$ cat config.mk
export PLATFORM = sky130hd
export DESIGN_NAME = apple_bus_out_arbiter
export DESIGN_NICKNAME = d
export VERILOG_FILES = /design/src/rtl/a2bus_arb_pkg.sv /design/src/rtl/a2bus_rr_picker.sv /design/src/rtl/apple_bus_out_arbiter.sv
export SDC_FILE = /design/constraint.sdc
export NUM_CORES = 1
export LEC_CHECK = 0
export BUFFER_PORTS_ARGS = -buffer_cell sky130_fd_sc_hd__buf_2
export CAP_MARGIN = 20
export CORE_UTILIZATION = 25
export CTS_CLUSTER_SIZE = 14
export DETAILED_ROUTE_END_ITERATION = 6
export PLACE_DENSITY_LB_ADDON = 0.15
export RECOVER_POWER = 50
export SLEW_MARGIN = 20
export SYNTH_ARGS = -nofsm -noshare
export SYNTH_HDL_FRONTEND = slang
export SYNTH_HIERARCHICAL = 1
export SYNTH_SLANG_ARGS = --single-unit
$ cat constraint.sdc
create_clock -name clk_logic_i -period 1.7 [get_ports clk_logic_i]
set_input_delay 0.17 -clock clk_logic_i [delete_from_list [all_inputs] [get_ports clk_logic_i]]
set_output_delay 0.17 -clock clk_logic_i [all_outputs]
set_load 0.02 [all_outputs]
$ cat src/rtl/a2bus_arb_pkg.sv
// Shared types and helpers for the Apple II bus output arbiters.
// Holds the arbiter state encoding, the phase counter width and a popcount helper.
package a2bus_arb_pkg;

  typedef enum logic [2:0] {
    IDLE,
    TURN_ON,
    DRIVE,
    HOLD,
    TURN_OFF
  } arb_state_t;

  // Wide enough for the longest phase (MAX_DRIVE up to 63).
  localparam int CNT_W = 6;

  function automatic int unsigned popcount(input logic [7:0] v);
    int unsigned n;
    n = 0;
    for (int i = 0; i < 8; i++) begin
      if (v[i]) n = n + 1;
    end
    return n;
  endfunction

endpackage

$ cat src/rtl/a2bus_rr_picker.sv
// Combinational requester picker: fixed lowest-index priority, or rotating
// priority that starts at the entry after the last winner (ptr).
module a2bus_rr_picker #(
  parameter int NUM_REQ = 4,
  parameter int IDX_W   = 2
) (
  input  logic [NUM_REQ-1:0] req,
  input  logic [IDX_W-1:0]   ptr,
  input  logic               rr_mode,
  output logic [NUM_REQ-1:0] grant,
  output logic [IDX_W-1:0]   idx
);

  int               cand;
  logic [IDX_W-1:0] cand_idx;
  logic             found;

  always_comb begin
    grant    = '0;
    idx      = '0;
    found    = 1'b0;
    cand     = 0;
    cand_idx = '0;
    for (int i = 0; i < NUM_REQ; i++) begin
      cand = rr_mode ? int'(ptr) + 1 + i : i;
      if (cand >= NUM_REQ) cand = cand - NUM_REQ;
      cand_idx = IDX_W'(cand);
      if (!found && req[cand_idx]) begin
        found           = 1'b1;
        grant[cand_idx] = 1'b1;
        idx             = cand_idx;
      end
    end
  end

endmodule

$ cat src/rtl/apple_bus_out_arbiter.sv
// Shares the card's data-bus output driver among NUM_REQ emulated devices and
// sequences transceiver DIR/OE around each Phi0 read window.
module apple_bus_out_arbiter
  import a2bus_arb_pkg::*;
#(
  parameter int NUM_REQ     = 4,
  parameter int ROUND_ROBIN = 0,
  parameter int DRIVE_DELAY = 2,
  parameter int HOLD_COUNT  = 3,
  parameter int MAX_DRIVE   = 40
) (
  input  logic                 clk_logic_i,
  input  logic                 system_reset_n_i,
  input  logic                 timing_lock_i,
  input  logic                 phi0_posedge_i,
  input  logic                 phi0_negedge_i,
  input  logic                 rw_n_i,
  input  logic [NUM_REQ-1:0]   req_i,
  input  logic [8*NUM_REQ-1:0] req_data_i,
  output logic [NUM_REQ-1:0]   grant_o,
  output logic [7:0]           data_o,
  output logic                 data_dir_o,
  output logic                 data_oe_n_o,
  output logic                 conflict_o,
  output logic [7:0]           conflict_count_o
);

  localparam int IDX_W = (NUM_REQ > 1) ? $clog2(NUM_REQ) : 1;

  arb_state_t         state_reg;
  logic [CNT_W-1:0]   cnt_reg;
  logic [IDX_W-1:0]   ptr_reg;
  logic [IDX_W-1:0]   grant_idx_reg;
  logic [NUM_REQ-1:0] pick_grant;
  logic [IDX_W-1:0]   pick_idx;
  logic [7:0]         req_bytes [NUM_REQ];
  logic [7:0]         sel_data;
  logic               rr_mode;
  logic               is_conflict;
  logic               start_read;
  logic               abort;

  for (genvar gi = 0; gi < NUM_REQ; gi++) begin : g_bytes
    assign req_bytes[gi] = req_data_i[8*gi +: 8];
  end

  assign sel_data    = req_bytes[grant_idx_reg];
  assign rr_mode     = (ROUND_ROBIN != 0);
  assign is_conflict = popcount(8'(req_i)) > 1;
  assign start_read  = phi0_posedge_i && timing_lock_i && rw_n_i && (|req_i);
  // A new Phi0 start or loss of timing lock ends any cycle in progress.
  assign abort       = phi0_posedge_i || !timing_lock_i;

  a2bus_rr_picker #(
    .NUM_REQ (NUM_REQ),
    .IDX_W   (IDX_W)
  ) u_picker (
    .req     (req_i),
    .ptr     (ptr_reg),
    .rr_mode (rr_mode),
    .grant   (pick_grant),
    .idx     (pick_idx)
  );

  always_ff @(posedge clk_logic_i or negedge system_reset_n_i) begin
    if (!system_reset_n_i) begin
      state_reg        <= IDLE;
      cnt_reg          <= '0;
      ptr_reg          <= '0;
      grant_idx_reg    <= '0;
      grant_o          <= '0;
      data_o           <= '0;
      data_dir_o       <= 1'b0;
      data_oe_n_o      <= 1'b1;
      conflict_o       <= 1'b0;
      conflict_count_o <= '0;
    end else begin
      conflict_o <= 1'b0;
      case (state_reg)
        IDLE: begin
          if (start_read) begin
            grant_o       <= pick_grant;
            grant_idx_reg <= pick_idx;
            ptr_reg       <= pick_idx;
            data_dir_o    <= 1'b1;
            cnt_reg       <= '0;
            conflict_o    <= is_conflict;
            if (is_conflict && conflict_count_o != 8'hFF)
              conflict_count_o <= conflict_count_o + 8'd1;
            state_reg     <= TURN_ON;
          end
        end
        TURN_ON: begin
          // Preload the byte so it is already valid when OE asserts.
          data_o <= sel_data;
          if (abort) begin
            data_oe_n_o <= 1'b1;
            state_reg   <= TURN_OFF;
          end else if (phi0_negedge_i) begin
            data_oe_n_o <= 1'b0;
            cnt_reg     <= '0;
            state_reg   <= HOLD;
          end else if (cnt_reg == CNT_W'(DRIVE_DELAY - 2)) begin
            data_oe_n_o <= 1'b0;
            cnt_reg     <= '0;
            state_reg   <= DRIVE;
          end else begin
            cnt_reg <= cnt_reg + 1'b1;
          end
        end
        DRIVE: begin
          if (abort) begin
            data_oe_n_o <= 1'b1;
            state_reg   <= TURN_OFF;
          end else if (phi0_negedge_i || cnt_reg == CNT_W'(MAX_DRIVE - 1)) begin
            cnt_reg   <= '0;
            state_reg <= HOLD;
          end else begin
            data_o  <= sel_data;
            cnt_reg <= cnt_reg + 1'b1;
          end
        end
        HOLD: begin
          if (abort || cnt_reg == CNT_W'(HOLD_COUNT - 1)) begin
            data_oe_n_o <= 1'b1;
            state_reg   <= TURN_OFF;
          end else begin
            cnt_reg <= cnt_reg + 1'b1;
          end
        end
        TURN_OFF: begin
          data_dir_o <= 1'b0;
          grant_o    <= '0;
          state_reg  <= IDLE;
        end
        default: begin
          data_oe_n_o <= 1'b1;
          state_reg   <= TURN_OFF;
        end
      endcase
    end
  end

endmodule
# [Yosys cells after proc, flatten, opt, wreduce, memory -nomap -nowiden]
# Cells that the tools add are included.
[op_classes] n_eq_ne=16 muxes=48 n_reduce_logical=28 order_cmp=2 bitwise_logic=2 add_sub_neg=5
[ops] cell="$add A32 B1 Y32 const B" n=3
[ops] cell="$mux W32" n=3
[ops] cell="$mux W6" n=7
[ops] cell="$gt A32 B1 Y1 const B" n=1
[ops] cell="$mux W8" n=4
[ops] cell="$mux W3" n=8
[ops] cell="$pmux W6 S4" n=1
[ops] cell="$bmux W8 S2" n=1
[ops] cell="$pmux W8 S2" n=1
[ops] cell="$pmux W3 S5" n=1
[ops] cell="$mux W1" n=14
[ops] cell="$ne A2 B2 Y1 const B" n=7
[ops] cell="$add A8 B1 Y8 const B" n=1
[ops] cell="$mux W4" n=2
[ops] cell="$ne A8 B8 Y1 const B" n=1
[ops] cell="$pmux W4 S2" n=1
[ops] cell="$reduce_and A4 Y1" n=2
[ops] cell="$logic_and A1 B1 Y1" n=7
[ops] cell="$add A6 B1 Y6 const B" n=1
[ops] cell="$eq A3 B2 Y1 const B" n=2
[ops] cell="$eq A6 B2 Y1 const B" n=1
[ops] cell="$eq A6 B6 Y1 const B" n=1
[ops] cell="$logic_not A6 Y1" n=1
[ops] cell="$mux W2" n=3
[ops] cell="19 further kinds" n=27
[word_totals] in_bits=42 regBits=34 elab_cells=110 out_inout_bits=23

# [Logic depth before layout (Yosys ltp)]
# Gate-level depths: netlist of the first run.
[logic_depth] ltp_word=12 ltp_mapped=10 mapped_depth_nobuf=10

# [By module]
# Netlist of the first run, hierarchy kept.
[by_module_without_submodules] module="apple_bus_out_arbiter" cells_each=185 seq_area_each_um2=852.1 area_each_um2=2113.3 n_inst=1
[by_module_without_submodules] module="a2bus_rr_picker" cells_each=67 seq_area_each_um2=0.0 area_each_um2=540.5 n_inst=1

# [Worst setup path before layout of the first run]
# Ideal clock, no wire load.
[synth_path] path_type="input port to flip-flop" from="input req_i[0]" to="register conflict_count_o[1]" path_stages=9 arrival_ps=1831 setup_ps=128 required_time_ps=1572 path_buffers=0 path_slack_ps=-259 path_cell_list="inv_1 ha_1 xor2_1 ha_1 nand2_1 xor2_1 o31ai_4 nor2b_2 mux2_1"
[synth_between] elab_chain_cells=10 word_cells_on_any_way=12 classes_between="add/sub (3); order compare (1); mux (4); reduce/logical (4)"
[synth_rtl] item="from (decl)" line_no="apple_bus_out_arbiter.sv:18" text="input logic [NUM_REQ-1:0] req_i,"
[synth_rtl] item="$mux W1" line_no="a2bus_arb_pkg.sv:20" text="if (v[i]) n = n + 1;"
[synth_rtl] item="$add A32 B1 Y32" line_no="a2bus_arb_pkg.sv:20"
[synth_rtl] item="$mux W32" line_no="a2bus_arb_pkg.sv:20"
[synth_rtl] item="$add A32 B1 Y32" line_no="a2bus_arb_pkg.sv:20"
[synth_rtl] item="$mux W32" line_no="a2bus_arb_pkg.sv:20"
[synth_rtl] item="$add A32 B1 Y32" line_no="a2bus_arb_pkg.sv:20"
[synth_rtl] item="$mux W32" line_no="a2bus_arb_pkg.sv:20"
[synth_rtl] item="$gt A32 B1 Y1" line_no="apple_bus_out_arbiter.sv:49" text="assign is_conflict = popcount(8'(req_i)) > 1;"
[synth_rtl] item="$logic_and A1 B1 Y1" line_no="apple_bus_out_arbiter.sv:88" text="if (is_conflict && conflict_count_o != 8'hFF)"
[synth_rtl] item="$reduce_and A3 Y1 (no source line) *"
[synth_rtl] item="to (signal assigned)" line_no="apple_bus_out_arbiter.sv:89" text="conflict_count_o <= conflict_count_o + 8'd1;"
[synth_rtl] item="to (decl)" line_no="apple_bus_out_arbiter.sv:25" text="output logic [7:0] conflict_count_o"
# Mark *: on every way between the ends. The rest lies on a longest branch, timed or not.
# A chain may end at the register's enable or synchronous reset.

# [Worst setup path after layout of the first run]
[layout_path] from="register state_reg[2]" to="register cnt_reg[5]"
[layout_between] elab_chain_cells=3 word_cells_on_any_way=11 classes_between="eq/ne (7); mux (1); reduce/logical (3)"
[layout_rtl] item="from (decl)" line_no="apple_bus_out_arbiter.sv:30" text="arb_state_t state_reg;"
[layout_rtl] item="from (signal assigned)" line_no="apple_bus_out_arbiter.sv:67" text="state_reg <= IDLE;"
[layout_rtl] item="from (signal assigned)" line_no="apple_bus_out_arbiter.sv:90" text="state_reg <= TURN_ON;"
[layout_rtl] item="from (signal assigned)" line_no="apple_bus_out_arbiter.sv:98" text="state_reg <= TURN_OFF;"
[layout_rtl] item="$eq A3 B2 Y1, or another cell as far along" line_no="apple_bus_out_arbiter.sv:79" text="case (state_reg)"
[layout_rtl] item="$reduce_bool A4 Y1 (no source line) or $ne A2 B2 Y1 (tied branches)"
[layout_rtl] item="$reduce_and A5 Y1 (no source line)"
[layout_rtl] item="to (signal assigned)" line_no="apple_bus_out_arbiter.sv:108" text="cnt_reg <= cnt_reg + 1'b1;"
[layout_rtl] item="to (signal assigned)" line_no="apple_bus_out_arbiter.sv:120" text="cnt_reg <= cnt_reg + 1'b1;"
[layout_rtl] item="to (signal assigned)" line_no="apple_bus_out_arbiter.sv:128" text="cnt_reg <= cnt_reg + 1'b1;"
[layout_rtl] item="to (decl)" line_no="apple_bus_out_arbiter.sv:31" text="logic [CNT_W-1:0] cnt_reg;"
# Several ways; a longest one is shown, not always the timed one.

==> flow_metrics.py, run 1 <==
metrics = {
    "synthesis": {
        "synth_seq_area_share_pct": 32.1,
        "synth_top_family_by_area": "simple AND/OR/NAND/NOR gates",
        "syn_inst": 252,
        "synth_seq_cells": 34,
        "synthAdderAreaFrac_pct": 4.24,
        "synth_warnings": 6,
        "synthMuxAreaShare_pct": 14.6,
        "synth_xor_area_share_pct": 2.97,
        "ys_types": 76,
        "synth_area_um2": 2650,
        "synth-simple-area-share_pct": 20.9,
        "async_flop_share_pct": 100,
        "synth_compound_area_share_pct": 18.8,
        "synth_ff_type": "dfrtp_1",
        "synth_area_per_cell_um2": 10.5,
        "synth_edf_count": 0,
    },
    "floorplan": {
        "fp-row-count": 37,
        "design.core.area_um2": 10300,
        "die_area_um2": 11000,
        "initial_core_util_pct": 25.7,
        "die_h_um": 105,
        "ioPinCount": 65,
        "die_w_um": 105,
    },
    "power": {
        "total_leakage_power_uw": 0.00173,
        "p_per_area_nw_per_um2": 1270,
        "ir_drop_mv": 0.583,
    },
    "sta": {
        "rsz0062_at_grt": "yes",
        "max_slew.worst_pin.slew_ps": 898,
        "finalCritPeriodShare_pct": 103,
        "hold_viol": 0,
        "setup_viol": 1,
        "holdWs_ps": 247,
        "slew_headroom_pct": 40.1,
        "final.min_clock_period_ps": 1750,
        "fin_ws_ps": -45.8,
        "drv_slew": 0,
        "max_freq_mhz": 573,
        "fin_skew_ps": 10.9,
        "setup_tns_ps": -45.8,
    },
    "routing": {
        "wl_met2_um": 3180,
        "remaining_drc_errors": 0,
        "drt_first_pass_iters": 4,
        "routed_wl_um": 6730,
        "post_drt_wl_per_cell_um": 13.5,
        "wl_met3_um": 197,
        "vias": 2328,
        "ant_nets": 0,
        "avgViaCountPerCell": 4.66,
        "top_layer": "met4",
        "wl_met1_um": 3250,
        "drt_iter0_markers": 87,
    },
    "cells_and_area": {
        "mostFrequentLayoutCells": "60 x buf_2, 45 x buf_4, 32 x dfrtp_1",
        "layout.nets": 414,
        "final_layout_size_suffix_gt1_share_pct": 51.9,
        "diodes": 0,
        "final_common_cell": "buf_2",
        "syn_to_final_growth_pct": 40.9,
    },
    "clocking": {
        "root_buffer": "clkbuf_8",
        "clock-sinks": 34,
        "clockBufferDepth": 2,
        "cts.reportedPaths.clkPinSlew_ps": 80,
        "cts_htree_levels": 2,
        "cts_buffers": 5,
        "tritoncts": "done",
        "worstSkewPairLatency_ps": 290,
    },
    "global_routing": {
        "grt_pass1_wl_um": 11700,
        "antenna_found_initial": 0,
        "overflow": 0,
        "grt_max_degree": 17,
        "grtUsageTotal_pct": 13.0,
        "first_global_vias": 2392,
    },
    "worst_setup_path": {
        "crit_fanout": 5,
        "crit_path_end_kind": "flop",
        "worstPathRequired_ps": 1880,
        "crit_path_start_kind": "flop",
        "cpLargestDelayFamily": "buffers and inverters",
        "critPathBufInv": 3,
        "worstPathArrival_ps": 1930,
        "critical_path_class": "flop to flop",
        "cpMaxStageDelayCell": "dfrtp_1",
        "crit_chain": "nor2_4 -> nor4b_4 -> buf_4 -> a221oi_4 -> buf_6 -> buf_4 -> a21o_1 -> a22o_1",
        "cp_common_cell": "buf_4",
        "cpPeakStageDelay_ps": 410,
    },
    "worst_hold_path": {
        "hold_class": "input pin to flop",
    },
    "placement": {
        "routabilityCongestion": 0.810,
        "dp_hpwl_um": 5260,
        "io_buffers": 64,
    },
    "run": {
        "max_cap_viol_count": 0,
    },
    "run_status": {
        "failed_checks": "setup timing",
        "status": "finished, violations left",
    },
}
per-stage QoR:
step | total power (uW) | instance area, um^2 | setup slack (ps) | util [%] | instances
2_1_floorplan | 2970 | 2690 | -198 | - | 253
3_3_place_gp | 3730 | 3430 | -365 | 33.2 | 486
3_5_place_dp | 3730 | 3430 | -376 | 33.2 | 486
4_1_cts | 4700 | 3610 | -56.2 | 35.0 | 497
5_1_grt | 5060 | 3740 | -110 | 36.2 | 500
6_report | 4730 | 3740 | -45.8 | 36.2 | 500
worst paths after layout:
path | startpoint | end | slack, ps | cells past startpoint
max | state_reg[2]$_DFFE_PN0P_ | cnt_reg[5]$_DFFE_PN0P_ | -50 | 8
min | phi0_negedge_i | state_reg[0]$_DFFE_PN0P_ | 250 | 3
max reg2reg | state_reg[2]$_DFFE_PN0P_ | cnt_reg[5]$_DFFE_PN0P_ | -50 | 8
min reg2reg | data_dir_o$_DFFE_PN0P_ | data_dir_o$_DFFE_PN0P_ | 480 | 1
max in group asynchronous | system_reset_n_i | data_oe_n_o$_DFFE_PN1P_ | 350 | 3
min in group asynchronous | system_reset_n_i | conflict_count_o[6]$_DFFE_PN0P_ | 510 | 2
Yosys cell counts, types with 3 or more instances:
| master | count | share of area, % |
|---|---|---|
| dfrtp_1 | 33 | 31 |
| nand2_1 | 26 | 3.7 |
| nor2_1 | 13 | 1.8 |
| inv_1 | 10 | 1.4 |
| a21oi_1 | 9 | 1.7 |
| ha_1 | 9 | 4.2 |
| mux4_2 | 9 | 7.6 |
| nand3_1 | 9 | 1.7 |
| mux2_4 | 8 | 4.5 |
| o21ai_0 | 8 | 1.5 |
| xor2_1 | 8 | 2.6 |
| nand2b_1 | 6 | 1.4 |
| nand4_1 | 5 | 1.2 |
| nor2b_1 | 5 | 1.2 |
| a21o_1 | 4 | 1.1 |
| buf_6 | 4 | 1.7 |
| a22o_1 | 3 | 0.99 |
| buf_2 | 3 | 0.57 |
| buf_4 | 3 | 0.85 |
| nor3_2 | 3 | 1.1 |
| or3_1 | 3 | 0.71 |
cells by family after synthesis:
group                      Yosys count
adders and majority gates            9
and+or+nand+nor                     92
muxes                               23
xor gates and xnor gates             9
AOI/OAI and AO/OA                   59
DFF                                 34
buffers and inverters               25
other                                1
routing by layer:
layer	vias up	global-route usage, %
li1	1149	-
met1	1132	18.0
met2	39	20.3
met3	8	2.31
met4	0	4.73
met5	-	0
repair_timing:
item,in CTS,in global routing
hold buffers,1,0
pin swaps,5,12
setup endpoints to repair,22,25
resized for setup,7,23
hold endpoints to repair,14,0
setup buffers,2,4
tightest hold or removal path: stages:
cell and delay [ps]:
buf_2 150, nand4_1 110, nand3_2 70
where the power goes:
part / switching (uW) / internal, uW / total [uW] / leakage [uW]
Combinational: 1260 / 1310 / 2570 / 0.00123
Clock: 338 / 588 / 927 / 0.0000683
Sequential: 181 / 1050 / 1240 / 0.000434
Total: 1780 / 2950 / 4730 / 0.00173
cell type report:
| class | count | area [um^2] |
|---|---|---|
| Clock buffer | 5 | 68.8 |
| Clock inverter | 3 | 68.8 |
| Fill cell | 1050 | 6590 |
| Inverter | 10 | 52.6 |
| Multi-Input combinational cell | 194 | 1740 |
| Sequential cell | 34 | 853 |
| Tap cell | 136 | 170 |
| Timing Repair Buffer | 118 | 786 |
(Power assumes the default switching activity.)
==> run 2, diff against run 1 <==
--- a/config.mk
+++ b/config.mk
@@ -7,6 +7,7 @@
 export LEC_CHECK = 0
 export BUFFER_PORTS_ARGS = -buffer_cell sky130_fd_sc_hd__buf_2
 export CAP_MARGIN = 20
+export CORE_ASPECT_RATIO = 1.2
 export CORE_UTILIZATION = 25
 export CTS_CLUSTER_SIZE = 14
 export DETAILED_ROUTE_END_ITERATION = 6
==> flow_metrics.py, run 2 (synthesis gave the netlist of run 1 again) <==
metrics = {
    "run_status": {
        "status": "finished, violations left",
        "failed_checks": "setup timing",
    },
    "worst_setup_path": {
        "crit_path_end_kind": "flop",
        "crit_fanout": 3,
        "crit_chain": "nor4_4 -> buf_4 -> a211oi_2 -> o221a_2 -> a21o_1 -> a22o_1",
        "crit_path_start_kind": "flop",
        "worstPathRequired_ps": 1860,
        "cpMaxStageDelayCell": "dfrtp_2",
        "critical_path_class": "flop to flop",
        "worstPathArrival_ps": 1980,
        "cpPeakStageDelay_ps": 430,
    },
    "routing": {
        "remaining_drc_errors": 0,
        "routed_wl_um": 7030,
        "ant_nets": 0,
        "drt_iter0_markers": 97,
        "post_drt_wl_per_cell_um": 14.3,
        "avgViaCountPerCell": 4.84,
        "vias": 2374,
        "drt_first_pass_iters": 6,
    },
    "sta": {
        "rsz0062_at_grt": "yes",
        "finalCritPeriodShare_pct": 107,
        "drv_slew": 0,
        "setup_viol": 5,
        "setup_tns_ps": -285,
        "fin_ws_ps": -116,
        "slew_headroom_pct": 39.0,
        "final.min_clock_period_ps": 1820,
        "hold_viol": 0,
        "max_slew.worst_pin.slew_ps": 915,
        "max_freq_mhz": 551,
        "fin_skew_ps": 2.69,
        "holdWs_ps": 276,
    },
    "placement": {
        "dpl_worst_slack_ps": -367,
        "dpl.cell_count": 479,
        "dp_hpwl_um": 5280,
        "io_buffers": 64,
        "routabilityCongestion": 0.818,
    },
    "power": {
        "ir_drop_mv": 0.466,
        "p_total_uw": 4870,
        "total_leakage_power_uw": 0.00176,
        "p_int_uw": 3100,
        "p_switching_uw": 1770,
        "power_frac_comb_pct": 52.8,
        "p_clk_share_pct": 21.6,
        "pwr-share-seq_pct": 25.6,
        "p_per_area_nw_per_um2": 1280,
        "p_sw_share_pct": 36.4,
    },
    "global_routing": {
        "antenna_found_initial": 0,
        "grt_use_met1_pct": 16.7,
        "busiest_layer": "met2",
        "grtUsageMet3_pct": 2.25,
        "overflow": 0,
        "grtUsageMet2_pct": 22.5,
        "grtUsageTotal_pct": 13.1,
        "first_global_vias": 2331,
        "grt_pass1_wl_um": 11300,
        "grt_max_degree": 35,
    },
    "floorplan": {
        "design.core.area_um2": 10200,
        "die_h_um": 115,
        "initial_core_util_pct": 26.1,
        "die_area_um2": 11000,
        "ioPinCount": 65,
        "fp-row-count": 40,
        "die_w_um": 96.1,
    },
    "clocking": {
        "clockBufferDepth": 2,
        "worstSkewPairLatency_ps": 280,
        "cts_buffers": 5,
        "tritoncts": "done",
        "cts_htree_levels": 2,
        "cts.reportedPaths.clkPinSlew_ps": 50,
        "clock-sinks": 34,
        "root_buffer": "clkbuf_16",
    },
    "run": {
        "max_cap_viol_count": 0,
    },
    "cells_and_area": {
        "final_common_cell": "buf_2",
        "layout.nets": 416,
        "syn_to_final_growth_pct": 43.0,
        "finalNonFillerCells": 491,
        "mostFrequentLayoutCells": "60 x buf_2, 49 x buf_4, 32 x dfrtp_1",
        "final_layout_size_suffix_gt1_share_pct": 52.9,
        "diodes": 0,
    },
    "worst_hold_path": {
        "hold_class": "input pin to flop",
    },
}
run 2: per-layer routing:
metal  wire length [um]  share of wire, %
met5                  0                 0
met2               3520                50
met4                 83               1.2
met1               3110                44
met3                313               4.5
run 2: metrics by stage:
step	instance area (um^2)	util (%)
final	3800	37.4
after global routing	3800	37.4
after CTS	3690	36.3
after detailed placement	3450	34.0
after global placement	3450	34.0
after floorplan	2690	-
run 2: final timing paths:
| kind | start | end | slack, ps | cells past startpoint |
|---|---|---|---|---|
| min | phi0_negedge_i | state_reg[0]$_DFFE_PN0P_ | 280 | 3 |
| min in group asynchronous | system_reset_n_i | state_reg[0]$_DFFE_PN0P_ | 640 | 3 |
| max reg2reg | cnt_reg[5]$_DFFE_PN0P_ | cnt_reg[5]$_DFFE_PN0P_ | -120 | 6 |
| max | cnt_reg[5]$_DFFE_PN0P_ | cnt_reg[5]$_DFFE_PN0P_ | -120 | 6 |
| max in group asynchronous | system_reset_n_i | cnt_reg[5]$_DFFE_PN0P_ | 430 | 3 |
| min reg2reg | data_o[3]$_DFFE_PN0P_ | data_o[3]$_DFFE_PN0P_ | 510 | 1 |
run 2: area by class of cell:
class | count | area [um^2]
clock buffer | 6 | 139
clock inverter | 1 | 30.0
fill | 1009 | 6360
inverter | 10 | 52.6
multi-input combinational | 194 | 1770
sequential | 34 | 853
tap | 126 | 158
timing repair buffer | 120 | 795
run 2: power groups by stage:
stage	logic, uW	registers, uW	clock network, uW
detailed placement	2510	1260	0
finish	2570	1250	1050
global placement	2510	1260	0
floorplan	1500	1470	0
global route	2790	1280	1130
CTS	2540	1250	1100
run 2: critical path, delay by kind of cell, from the launching register on:
family,cells,cell delay [ps]
buffers and inverters,1,170
flip-flops,1,430
AO/OA/AOI/OAI,4,780
AND/OR/NAND/NOR,1,330
run 2: what timing repair did:
item	4_1_cts	5_1_grt
buffers inserted	1	3
endpoints found under the setup margin	21	24
hold buffers	1	0
resized for setup	14	17
pin swaps	6	7
hold endpoints to repair	33	0
==> run 3, diff against run 2 <==
--- a/config.mk
+++ b/config.mk
@@ -5,6 +5,7 @@
 export SDC_FILE = /design/constraint.sdc
 export NUM_CORES = 1
 export LEC_CHECK = 0
+export ABC_AREA = 1
 export BUFFER_PORTS_ARGS = -buffer_cell sky130_fd_sc_hd__buf_2
 export CAP_MARGIN = 20
 export CORE_ASPECT_RATIO = 1.2
==> flow_metrics.py, run 3 <==
metrics = {
    "run_status": {
        "status": "finished, final reports clean",
    },
    "floorplan": {
        "die_area_um2": 11700,
        "initial_core_util_pct": 25.6,
        "die_h_um": 118,
        "die_w_um": 99.1,
        "ioPinCount": 65,
        "design.core.area_um2": 11000,
        "fp-row-count": 42,
    },
    "synthesis": {
        "synth_xor_area_share_pct": 2.48,
        "synth_area_per_cell_um2": 6.88,
        "syn_inst": 411,
        "syn_nets": 462,
        "synth_ff_type": "dfrtp_1",
        "synth_compound_area_share_pct": 9.30,
        "async_flop_share_pct": 100,
        "synthAdderAreaFrac_pct": 3.98,
        "synth_area_leaders": "dfrtp_1 29%, nand2_1 15%, nand3_1 10%",
        "synth_top_family_by_area": "simple AND/OR/NAND/NOR gates",
        "synth_commonest_cells": "116 x nand2_1, 59 x nand3_1, 43 x nor2_1",
        "synth_area_um2": 2830,
        "synthMuxAreaShare_pct": 0,
        "synth_seq_area_share_pct": 30.1,
        "synth-simple-area-share_pct": 45.5,
        "synthDominantCellAreaShare_pct": 29.2,
        "ys_types": 36,
        "synth_seq_cells": 34,
        "synth_warnings": 6,
        "yosysMostFrequentCell": "nand2_1",
        "yosys.area.top_type": "dfrtp_1",
        "synth_edf_count": 0,
    },
    "clocking": {
        "clock-sinks": 34,
        "worstSkewPairLatency_ps": 280,
        "postCtsSetupBuffers": 0,
        "root_buffer": "clkbuf_16",
        "cts.reportedPaths.clkPinSlew_ps": 50,
        "cts_buffers": 5,
        "tritoncts": "done",
        "cts_htree_levels": 2,
        "clockBufferDepth": 2,
    },
    "power": {
        "p_total_uw": 5060,
        "ir_drop_mv": 0.743,
        "p_per_area_nw_per_um2": 1380,
        "total_leakage_power_uw": 0.00190,
    },
    "sta": {
        "fin_skew_ps": 3.93,
        "rsz0062_at_grt": "no",
        "drv_slew": 0,
        "fin_ws_ps": 129,
        "final.min_clock_period_ps": 1570,
        "finalCritPeriodShare_pct": 92.4,
        "hold_viol": 0,
        "setup_viol": 0,
        "max_freq_mhz": 637,
        "max_slew.worst_pin.slew_ps": 884,
        "slew_headroom_pct": 41.1,
        "holdWs_ps": 265,
    },
    "placement": {
        "dpl_worst_slack_ps": -218,
        "placed_cell_area_um2": 3450,
        "routabilityCongestion": 0.810,
        "dp_hpwl_um": 6200,
        "io_buffers": 64,
    },
    "routing": {
        "avgViaCountPerCell": 4.60,
        "drt_first_pass_iters": 4,
        "routed_wl_um": 7780,
        "vias": 2920,
        "ant_nets": 0,
        "remaining_drc_errors": 0,
        "post_drt_wl_per_cell_um": 12.2,
        "drt_iter0_markers": 93,
    },
    "cells_and_area": {
        "mostFrequentLayoutCells": "116 x nand2_1, 58 x nand3_1, 53 x buf_2",
        "layout.nets": 552,
        "final_cell_area_um2": 3660,
        "final_layout_size_suffix_gt1_share_pct": 26.7,
        "final_common_cell": "nand2_1",
        "syn_to_final_growth_pct": 29.7,
    },
    "worst_setup_path": {
        "critical_path_class": "input pin to flop",
        "worstPathRequired_ps": 1920,
        "worstPathArrival_ps": 1790,
        "crit_path_end_kind": "flop",
        "crit_path_start_kind": "input pin",
        "crit_fanout": 6,
    },
    "global_routing": {
        "antenna_found_initial": 1,
        "overflow": 0,
        "first_global_vias": 2781,
        "grtUsageTotal_pct": 14.0,
        "grt_max_degree": 35,
        "grt_pass1_wl_um": 13200,
    },
    "worst_hold_path": {
        "hold_class": "input pin to flop",
    },
    "run": {
        "max_cap_viol_count": 0,
    },
}
run 3: cell types whose count changed after synthesis, sizes merged, moves of 9 or more:
cell / delta
inv: +35
mux2: -12
mux4: -9
nand2: +106
nand3: +55
nor2: +36
o21ai: +14
run 3: path summary, 6_finish.rpt:
path	from	endpoint	slack (ps)	cells after the start
min in group asynchronous	system_reset_n_i	cnt_reg[5]$_DFFE_PN0P_	620	3
hold / removal	req_data_i[31]	data_o[7]$_DFFE_PN0P_	260	5
hold reg to reg	data_oe_n_o$_DFFE_PN1P_	data_oe_n_o$_DFFE_PN1P_	470	2
setup / recovery	req_i[0]	conflict_count_o[1]$_DFFE_PN0P_	130	11
max in group asynchronous	system_reset_n_i	grant_o[3]$_DFFE_PN0P_	520	3
setup reg to reg	state_reg[2]$_DFFE_PN0P_	cnt_reg[5]$_DFFE_PN0P_	160	9
run 3: cells by family (layout without fill, tap and decap cells):
logic type | count (synthesis) | in the layout
AOI/OAI and AO/OA | 40 | 40
buffers and inverters | 55 | 146
xor gates and xnor gates | 8 | 8
and+or+nand+nor | 264 | 264
adders and majority gates | 9 | 9
other | 1 | 2
DFF | 34 | 34
run 3: final cells by class:
| type | count | area [um^2] |
|---|---|---|
| clock inverters | 2 | 60.1 |
| multi-input cells | 322 | 1750 |
| fillers | 1188 | 7370 |
| clock buffers | 6 | 139 |
| repair buffers | 92 | 517 |
| inverters | 46 | 179 |
| well taps | 132 | 165 |
| diodes | 1 | 2.50 |
| flip-flops and latches | 34 | 852 |
run 3: where the power goes:
group | internal, uW | switching, uW
combinational | 876 | 1670
sequential | 1050 | 242
clock | 880 | 346
run 3: what timing repair did:
| item | CTS | global route |
|---|---|---|
| hold endpoints to repair | 33 | 0 |
| setup endpoints to repair | 0 | 11 |
| resized for setup | 0 | 4 |
| hold buffers | 1 | 0 |
run 3: critical path, cell delays in order:
cell and delay (ps):
buf_2 90, inv_1 50, ha_1 310, xor2_1 150, ha_1 270, nor2_1 40, o21bai_1 180, buf_4 160
a21oi_4 190, nand3_1 100, nand2_1 70
run 3: per-layer routing:
layer | vias up | share of wire, % | track usage [%]
met5 | - | 0 | 0
met4 | 0 | 1.8 | 4.87
met3 | 9 | 3.7 | 2.37
met2 | 54 | 49 | 23.7
met1 | 1330 | 46 | 17.8
li1 | 1527 | - | -
run 3: per-stage QoR:
| stage | util [%] | cells | setup TNS, ps |
|---|---|---|---|
| after floorplan | - | 411 | 0 |
| after global placement | 31.3 | 625 | -1500 |
| after detailed placement | 31.3 | 625 | -1710 |
| after CTS | 33.2 | 634 | 0 |
| after global routing | 33.2 | 634 | 0 |
| final | 33.2 | 635 | 0 |
